**config.mk**
```make
export PLATFORM = sky130hd
export DESIGN_NAME = fetch_queue
export DESIGN_NICKNAME = d
export VERILOG_FILES = /design/src/rtl/fetch_pkg.sv /design/src/rtl/fetch_slot_array.sv /design/src/rtl/fetch_queue.sv
export SDC_FILE = /design/constraint.sdc
export NUM_CORES = 1
export LEC_CHECK = 0
export ABC_AREA = 1
export BUFFER_PORTS_ARGS = -buffer_cell sky130_fd_sc_hd__buf_2
export CAP_MARGIN = 5
export CELL_PAD_IN_SITES_DETAIL_PLACEMENT = 1
export CELL_PAD_IN_SITES_GLOBAL_PLACEMENT = 1
export CORE_ASPECT_RATIO = 0.7
export CORE_UTILIZATION = 40
export DETAILED_ROUTE_END_ITERATION = 6
export GPL_TIMING_DRIVEN = 0
export PLACE_DENSITY_LB_ADDON = 0.1
export SLEW_MARGIN = 20
export SYNTH_ARGS = -nofsm -noshare
export SYNTH_HDL_FRONTEND = slang
export SYNTH_HIERARCHICAL = 1
export SYNTH_SLANG_ARGS = --single-unit
export TNS_END_PERCENT = 50
```
**constraint.sdc**
```tcl
create_clock -name clk -period 10.6 [get_ports clk]
set_input_delay 1.06 -clock clk [delete_from_list [all_inputs] [get_ports clk]]
set_output_delay 1.06 -clock clk [all_outputs]
set_load 0.02 [all_outputs]
```
**src/rtl/fetch_pkg.sv**
```systemverilog
`default_nettype none
// ============================================================================
// Module   : fetch_pkg
// Purpose  : Shared types and defaults for the instruction fetch queue.
// Revision : 1.0  initial release
// ============================================================================
package fetch_pkg;

  localparam int DATA_WIDTH    = 32;
  localparam int DEFAULT_DEPTH = 4;

  typedef enum logic [0:0] {
    RUN   = 1'b0,
    DRAIN = 1'b1
  } fetch_state_e;

  typedef struct packed {
    logic [DATA_WIDTH-1:0] pc;
    logic [DATA_WIDTH-1:0] instr;
    logic                  filled;
  } fetch_slot_t;

endpackage
`default_nettype wire

```
**src/rtl/fetch_slot_array.sv**
```systemverilog
`default_nettype none
// ============================================================================
// Module   : fetch_slot_array
// Purpose  : Slot storage {pc, instr, filled} with allocate/fill/retire/clear.
// Revision : 1.0  initial release
// ============================================================================
module fetch_slot_array #(
  parameter  int DATA_WIDTH = 32,
  parameter  int DEPTH      = 4,
  localparam int IW         = $clog2(DEPTH)
) (
  input  logic                  clk,
  input  logic                  rst,
  input  logic                  clear_i,
  input  logic                  alloc_i,
  input  logic [IW-1:0]         alloc_idx_i,
  input  logic [DATA_WIDTH-1:0] alloc_pc_i,
  input  logic                  fill_i,
  input  logic [IW-1:0]         fill_idx_i,
  input  logic [DATA_WIDTH-1:0] fill_data_i,
  input  logic                  retire_i,
  input  logic [IW-1:0]         head_idx_i,
  output logic [DATA_WIDTH-1:0] head_pc_o,
  output logic [DATA_WIDTH-1:0] head_instr_o,
  output logic                  head_filled_o
);

  logic [DATA_WIDTH-1:0] pc_q    [DEPTH];
  logic [DATA_WIDTH-1:0] instr_q [DEPTH];
  logic [DEPTH-1:0]      filled_q;

  // Allocate, fill and retire never target the same slot in one cycle.
  always_ff @(posedge clk or posedge rst) begin
    if (rst) begin
      for (int s = 0; s < DEPTH; s++) begin
        pc_q[s]    <= '0;
        instr_q[s] <= '0;
      end
      filled_q <= '0;
    end else if (clear_i) begin
      for (int s = 0; s < DEPTH; s++) begin
        pc_q[s]    <= '0;
        instr_q[s] <= '0;
      end
      filled_q <= '0;
    end else begin
      if (alloc_i) begin
        pc_q[alloc_idx_i]     <= alloc_pc_i;
        instr_q[alloc_idx_i]  <= '0;
        filled_q[alloc_idx_i] <= 1'b0;
      end
      if (fill_i) begin
        instr_q[fill_idx_i]  <= fill_data_i;
        filled_q[fill_idx_i] <= 1'b1;
      end
      if (retire_i) begin
        filled_q[head_idx_i] <= 1'b0;
      end
    end
  end

  assign head_pc_o     = pc_q[head_idx_i];
  assign head_instr_o  = instr_q[head_idx_i];
  assign head_filled_o = filled_q[head_idx_i];

endmodule
`default_nettype wire

```
**src/rtl/fetch_queue.sv**
```systemverilog
`default_nettype none
// ============================================================================
// Module   : fetch_queue
// Purpose  : In-order instruction fetch queue with flush/drain of responses.
// Revision : 1.0  initial release
// ============================================================================
module fetch_queue #(
  parameter int DATA_WIDTH = fetch_pkg::DATA_WIDTH,
  parameter int DEPTH      = fetch_pkg::DEFAULT_DEPTH
) (
  input  logic                  clk,
  input  logic                  rst,
  input  logic [DATA_WIDTH-1:0] pc_in,
  output logic                  pc_adv,
  output logic                  req_valid,
  output logic [DATA_WIDTH-1:0] req_addr,
  input  logic                  req_ready,
  input  logic                  rsp_valid,
  input  logic [DATA_WIDTH-1:0] rsp_data,
  input  logic                  flush,
  output logic                  if_valid,
  output logic [DATA_WIDTH-1:0] if_instr,
  output logic [DATA_WIDTH-1:0] if_pc,
  input  logic                  id_ready
);
  import fetch_pkg::*;

  localparam int            IW   = $clog2(DEPTH);
  localparam int            CW   = IW + 1;
  localparam logic [CW-1:0] FULL = CW'(DEPTH);

  fetch_state_e  state_q, state_d;
  logic [IW-1:0] head_q, head_d, tail_q, tail_d, fillp_q, fillp_d;
  logic [CW-1:0] occ_q, occ_d, pend_q, pend_d, drop_q, drop_d;

  logic                  w_accept, w_rsp_any, w_fill, w_retire, w_head_filled;
  logic [CW-1:0]         w_inflight;
  logic [DATA_WIDTH-1:0] w_head_pc, w_head_instr;

  // pend counts live (slot-backed) requests, drop counts orphaned ones; at
  // most one of them is nonzero, so their sum never exceeds DEPTH.
  assign w_inflight = pend_q + drop_q;
  assign w_rsp_any  = rsp_valid && (w_inflight != '0);
  assign w_fill     = w_rsp_any && (drop_q == '0) && !flush;
  assign w_accept   = req_valid && req_ready;
  assign w_retire   = if_valid && id_ready;

  assign pc_adv   = w_accept;
  assign req_addr = pc_in;
  assign if_valid = w_head_filled && !flush;
  assign if_pc    = w_head_pc;
  assign if_instr = w_head_instr;

  always_ff @(posedge clk or posedge rst) begin
    if (rst) state_q <= RUN;
    else     state_q <= state_d;
  end

  always_comb begin
    state_d = state_q;
    if (flush)                                 state_d = (drop_d != '0) ? DRAIN : RUN;
    else if (state_q == DRAIN && drop_q == '0) state_d = RUN;
  end

  always_comb begin
    req_valid = 1'b0;
    if (!rst && !flush && state_q == RUN && occ_q < FULL) req_valid = 1'b1;
  end

  always_comb begin
    if (flush) begin
      head_d  = '0;
      tail_d  = '0;
      fillp_d = '0;
      occ_d   = '0;
      pend_d  = '0;
      drop_d  = w_inflight - CW'(w_rsp_any);
    end else begin
      head_d  = head_q + IW'(w_retire);
      tail_d  = tail_q + IW'(w_accept);
      fillp_d = fillp_q + IW'(w_fill);
      occ_d   = occ_q + CW'(w_accept) - CW'(w_retire);
      pend_d  = pend_q + CW'(w_accept) - CW'(w_fill);
      drop_d  = drop_q - CW'(w_rsp_any && (drop_q != '0));
    end
  end

  always_ff @(posedge clk or posedge rst) begin
    if (rst) begin
      head_q  <= '0;
      tail_q  <= '0;
      fillp_q <= '0;
      occ_q   <= '0;
      pend_q  <= '0;
      drop_q  <= '0;
    end else begin
      head_q  <= head_d;
      tail_q  <= tail_d;
      fillp_q <= fillp_d;
      occ_q   <= occ_d;
      pend_q  <= pend_d;
      drop_q  <= drop_d;
    end
  end

  fetch_slot_array #(
    .DATA_WIDTH (DATA_WIDTH),
    .DEPTH      (DEPTH)
  ) u_slots (
    .clk           (clk),
    .rst           (rst),
    .clear_i       (flush),
    .alloc_i       (w_accept),
    .alloc_idx_i   (tail_q),
    .alloc_pc_i    (pc_in),
    .fill_i        (w_fill),
    .fill_idx_i    (fillp_q),
    .fill_data_i   (rsp_data),
    .retire_i      (w_retire),
    .head_idx_i    (head_q),
    .head_pc_o     (w_head_pc),
    .head_instr_o  (w_head_instr),
    .head_filled_o (w_head_filled)
  );

endmodule
`default_nettype wire

```
==> out/qor.csv <==
stage,metric,value,unit
final_layout,fin area,0.0163,mm^2
sta,Final Skew,0.0116,ns
critical_path,Setup crit end kind,primary output,
sta,Achievable Freq,0.245,GHz
sta,period utilization,0.386,
clocking,cts repair resizes,0,
sta,worst slew pin tran,0.920,ns
critical_path,Reg2Reg Setup Slack,6.98,ns
synth,Post-Syn Instances,1730,
placement,HPWL Detailed,36.8,mm
floorplanning,I/O pins,169,
final_layout,"Core Util, Final",0.485,
drt,Pre-antenna DRT Iters,5,
final_layout,share of cells above drive strength 1,0.178,
drt,Routed WL,52.6,mm
power_and_ir_drop,Leak,0.00778,uW
drt,routed via count,13500,
sta,Final min period,4.09,ns
clocking,later-pin clock latency in the skew report,0.57,ns
global_route,vias in the first global route,13700,
floorplanning,chip height,157,um
synth,most instantiated library cell after synthesis,nand2_1,
clocking,Root Driver,clkbuf_16,
floorplanning,die width,223,um
synth,post-synthesis instance area,0.0137,mm^2
placement,routability cong.,0.885,
placement,dpl cells,2335,
clocking,clock slew at reported path FFs,0.06,ns
sta,Max Slew Vio Count,0,
final_layout,# fillers,4170,
critical_path,crit path DAT,3.03,ns
synth,"top cells by area, synth","dfrtp_1 50%, o21ai_0 11%, nand2_1 8.1%",
final_layout,Layout Nets,2017,
global_route,Overall Global Routing Usage,0.306,
clocking,TritonCTS clock tree,done,
power_and_ir_drop,Psw,839,uW
power_and_ir_drop,Int Power,1950,uW
clocking,Hold Buf Count CTS,0,
synth,Synth area leader,dfrtp_1,
placement,pre-CTS setup slack,7.11,ns
clocking,total CTS buffers,30,
power_and_ir_drop,Comb pwr share,0.175,
critical_path,Worst Setup Start Kind,flip-flop,
sta,Slew headroom,0.387,
placement,PortBufs,167,
clocking,H-tree levels,1,
synth,syn_area_per_cell,7.91,um^2
final_layout,final std cells w/o fill,2391,
power_and_ir_drop,Pwr Density,171,mW/mm^2
synth,Seq cells post-synth,276,
sta,Final Hold Vio Count,0,
drt,Final ANT Viol Nets,0,
sta,final setup fails,0,
synth,Post-synth EDFFs,0,
sta,unrepaired setup endpoints after global routing,false,
flow_run,Max Cap Viol,0,
floorplanning,Rows,56,
sta,fin worst setup slack,6.51,ns
clocking,CTS sink cnt,276,
clocking,Max clock buf depth,3,
final_layout,antenna cell count,0,
global_route,first-pass GRT wire length,81.6,mm
global_route,GRT Residual Overflow,0,
worst_hold_path,Hold Path Class,in2async,
power_and_ir_drop,worst vdd ir,0.101,mV
floorplanning,Initial Util,0.408,
power_and_ir_drop,Sw Ratio,0.301,
drt,initial DRC count,1214,
synth,asr flop ratio synth,1.00,
drt,Routed WL per cell,22.0,um
placement,Post-Place Cell Area,0.0152,mm^2
synth,Post-synth top cells,"295 x nand2_1, 294 x o21ai_0, 276 x dfrtp_1",
floorplanning,Core ar.,0.0336,mm^2
critical_path,CP required,9.54,ns
final_layout,area grow syn2layout,18.9,%
synth,Unique masters post-synth,28,
synth,Post-synth top flop,dfrtp_1,
synth,yosys warns,6,
critical_path,crit-path max FO,10,
critical_path,critical path class,reg2out,
power_and_ir_drop,Clk network pwr share,0.425,
clocking,setup bufs post-CTS,0,
drt,# DRC,0,
synth,top cell type's share of synthesized area,0.504,
status,outcome,"complete, no violations",
synth,Syn Nets,1815,
power_and_ir_drop,Seq pwr share,0.401,
drt,vias per cell,5.63,
sta,final setup TNS,0,ns
synth,sequential fraction of the synthesis area,0.504,
global_route,initial antenna violation count,0,
global_route,largest net degree at the start of global routing,83,
floorplanning,Die ar.,0.0350,mm^2
final timing paths:
check / from / endpoint / cells after the start
worst min-delay path: rst / u_slots/instr_q[67]$_DFF_PP0_ / 2
worst min register to register: u_slots/pc_q[20]$_DFFE_PP0P_ / u_slots/pc_q[20]$_DFFE_PP0P_ / 2
max in group asynchronous: rst / u_slots/pc_q[70]$_DFFE_PP0P_ / 4
min in group clk: u_slots/pc_q[20]$_DFFE_PP0P_ / u_slots/pc_q[20]$_DFFE_PP0P_ / 2
worst max-delay path: head_q[1]$_DFF_PP0_ / if_valid / 8
worst max register to register: head_q[1]$_DFF_PP0_ / occ_q[1]$_DFF_PP0_ / 12
layer usage:
layer | wire length, um | vias up | track usage | part of all wire
li1 | - | 6067 | - | -
met4 | 1000 | 0 | 0.0640 | 0.019
met1 | 25800 | 6836 | 0.471 | 0.49
met3 | 3580 | 70 | 0.0428 | 0.068
met2 | 22200 | 491 | 0.453 | 0.42
met5 | 0 | - | 0 | 0
power groups by stage:
stage               logic (uW)  clock network, uW  registers, uW
finish                     487               1190           1120
floorplan                  309                  0           1130
global route               537               1240           1120
detailed placement         484                  0           1140
CTS                        488               1200           1120
global placement           465                  0           1140
area by class of cell:
type,instances,area (um^2),area share
Buffer,166,863,0.0530
Clock buffer,40,890,0.0547
Clock inverter,16,226,0.0139
Inverter,137,522,0.0321
Multi-Input combinational cell,1151,5410,0.332
Sequential cell,276,6910,0.424
Tap cell,435,544,0.0334
Timing Repair Buffer,170,918,0.0564
per-stage QoR:
step	hold slack (ns)	power [uW]
global route	0.525	2900
CTS	0.500	2810
global placement	0.486	1600
detailed placement	0.495	1620
floorplan	0.473	1440
finish	0.505	2790
sequential cells by signal, summed over array words and instances, names as in the netlist:
name              cells
drop_q                3
state_q               1
pend_q                3
fillp_q               2
u_slots/pc_q        128
head_q                2
u_slots/instr_q     128
occ_q                 3
u_slots/filled_q      4
tail_q                2
logic make-up (layout without fill, tap and decap cells):
kind of cell / count (synthesis) / in the layout / share of synthesized area
compound gates: 493 / 493 / 0.186
xor+xnor: 6 / 6 / 0.00384
fa+ha+maj: 15 / 15 / 0.0154
buf+inv: 303 / 529 / 0.101
flops: 276 / 276 / 0.504
simple gates: 637 / 637 / 0.190
worst max-delay path, stage by stage, from the launching register on:
cell	delay [ns]
dfrtp_1	0.40
buf_2	0.20
inv_2	0.23
clkbuf_1	0.64
o21ai_0	0.17
o21ai_0	0.39
inv_1	0.08
nor2_1	0.14
buf_2	0.20
cells in the final DEF (no fill, tap or decap), types with 3 or more instances in the layout:
master | Yosys | layout
nand2_1 | 295 | 295
o21ai_0 | 294 | 294
dfrtp_1 | 276 | 276
buf_2 | 66 | 233
nor2_1 | 209 | 209
a21oi_1 | 133 | 133
inv_1 | 129 | 128
nand3_1 | 120 | 120
o22ai_1 | 64 | 64
clkbuf_1 | 51 | 52
buf_4 | 37 | 37
clkbuf_16 | 0 | 31
ha_1 | 12 | 12
buf_1 | 9 | 9
inv_2 | 8 | 8
clkbuf_8 | 0 | 8
clkinvlp_4 | 0 | 6
xnor2_1 | 5 | 5
bufinv_16 | 0 | 5
clkinv_2 | 0 | 4
nand2_2 | 3 | 3
nand3_2 | 3 | 3
fa_1 | 3 | 3
buf_16 | 0 | 3
No activity file was read; power rests on OpenSTA's default activity.
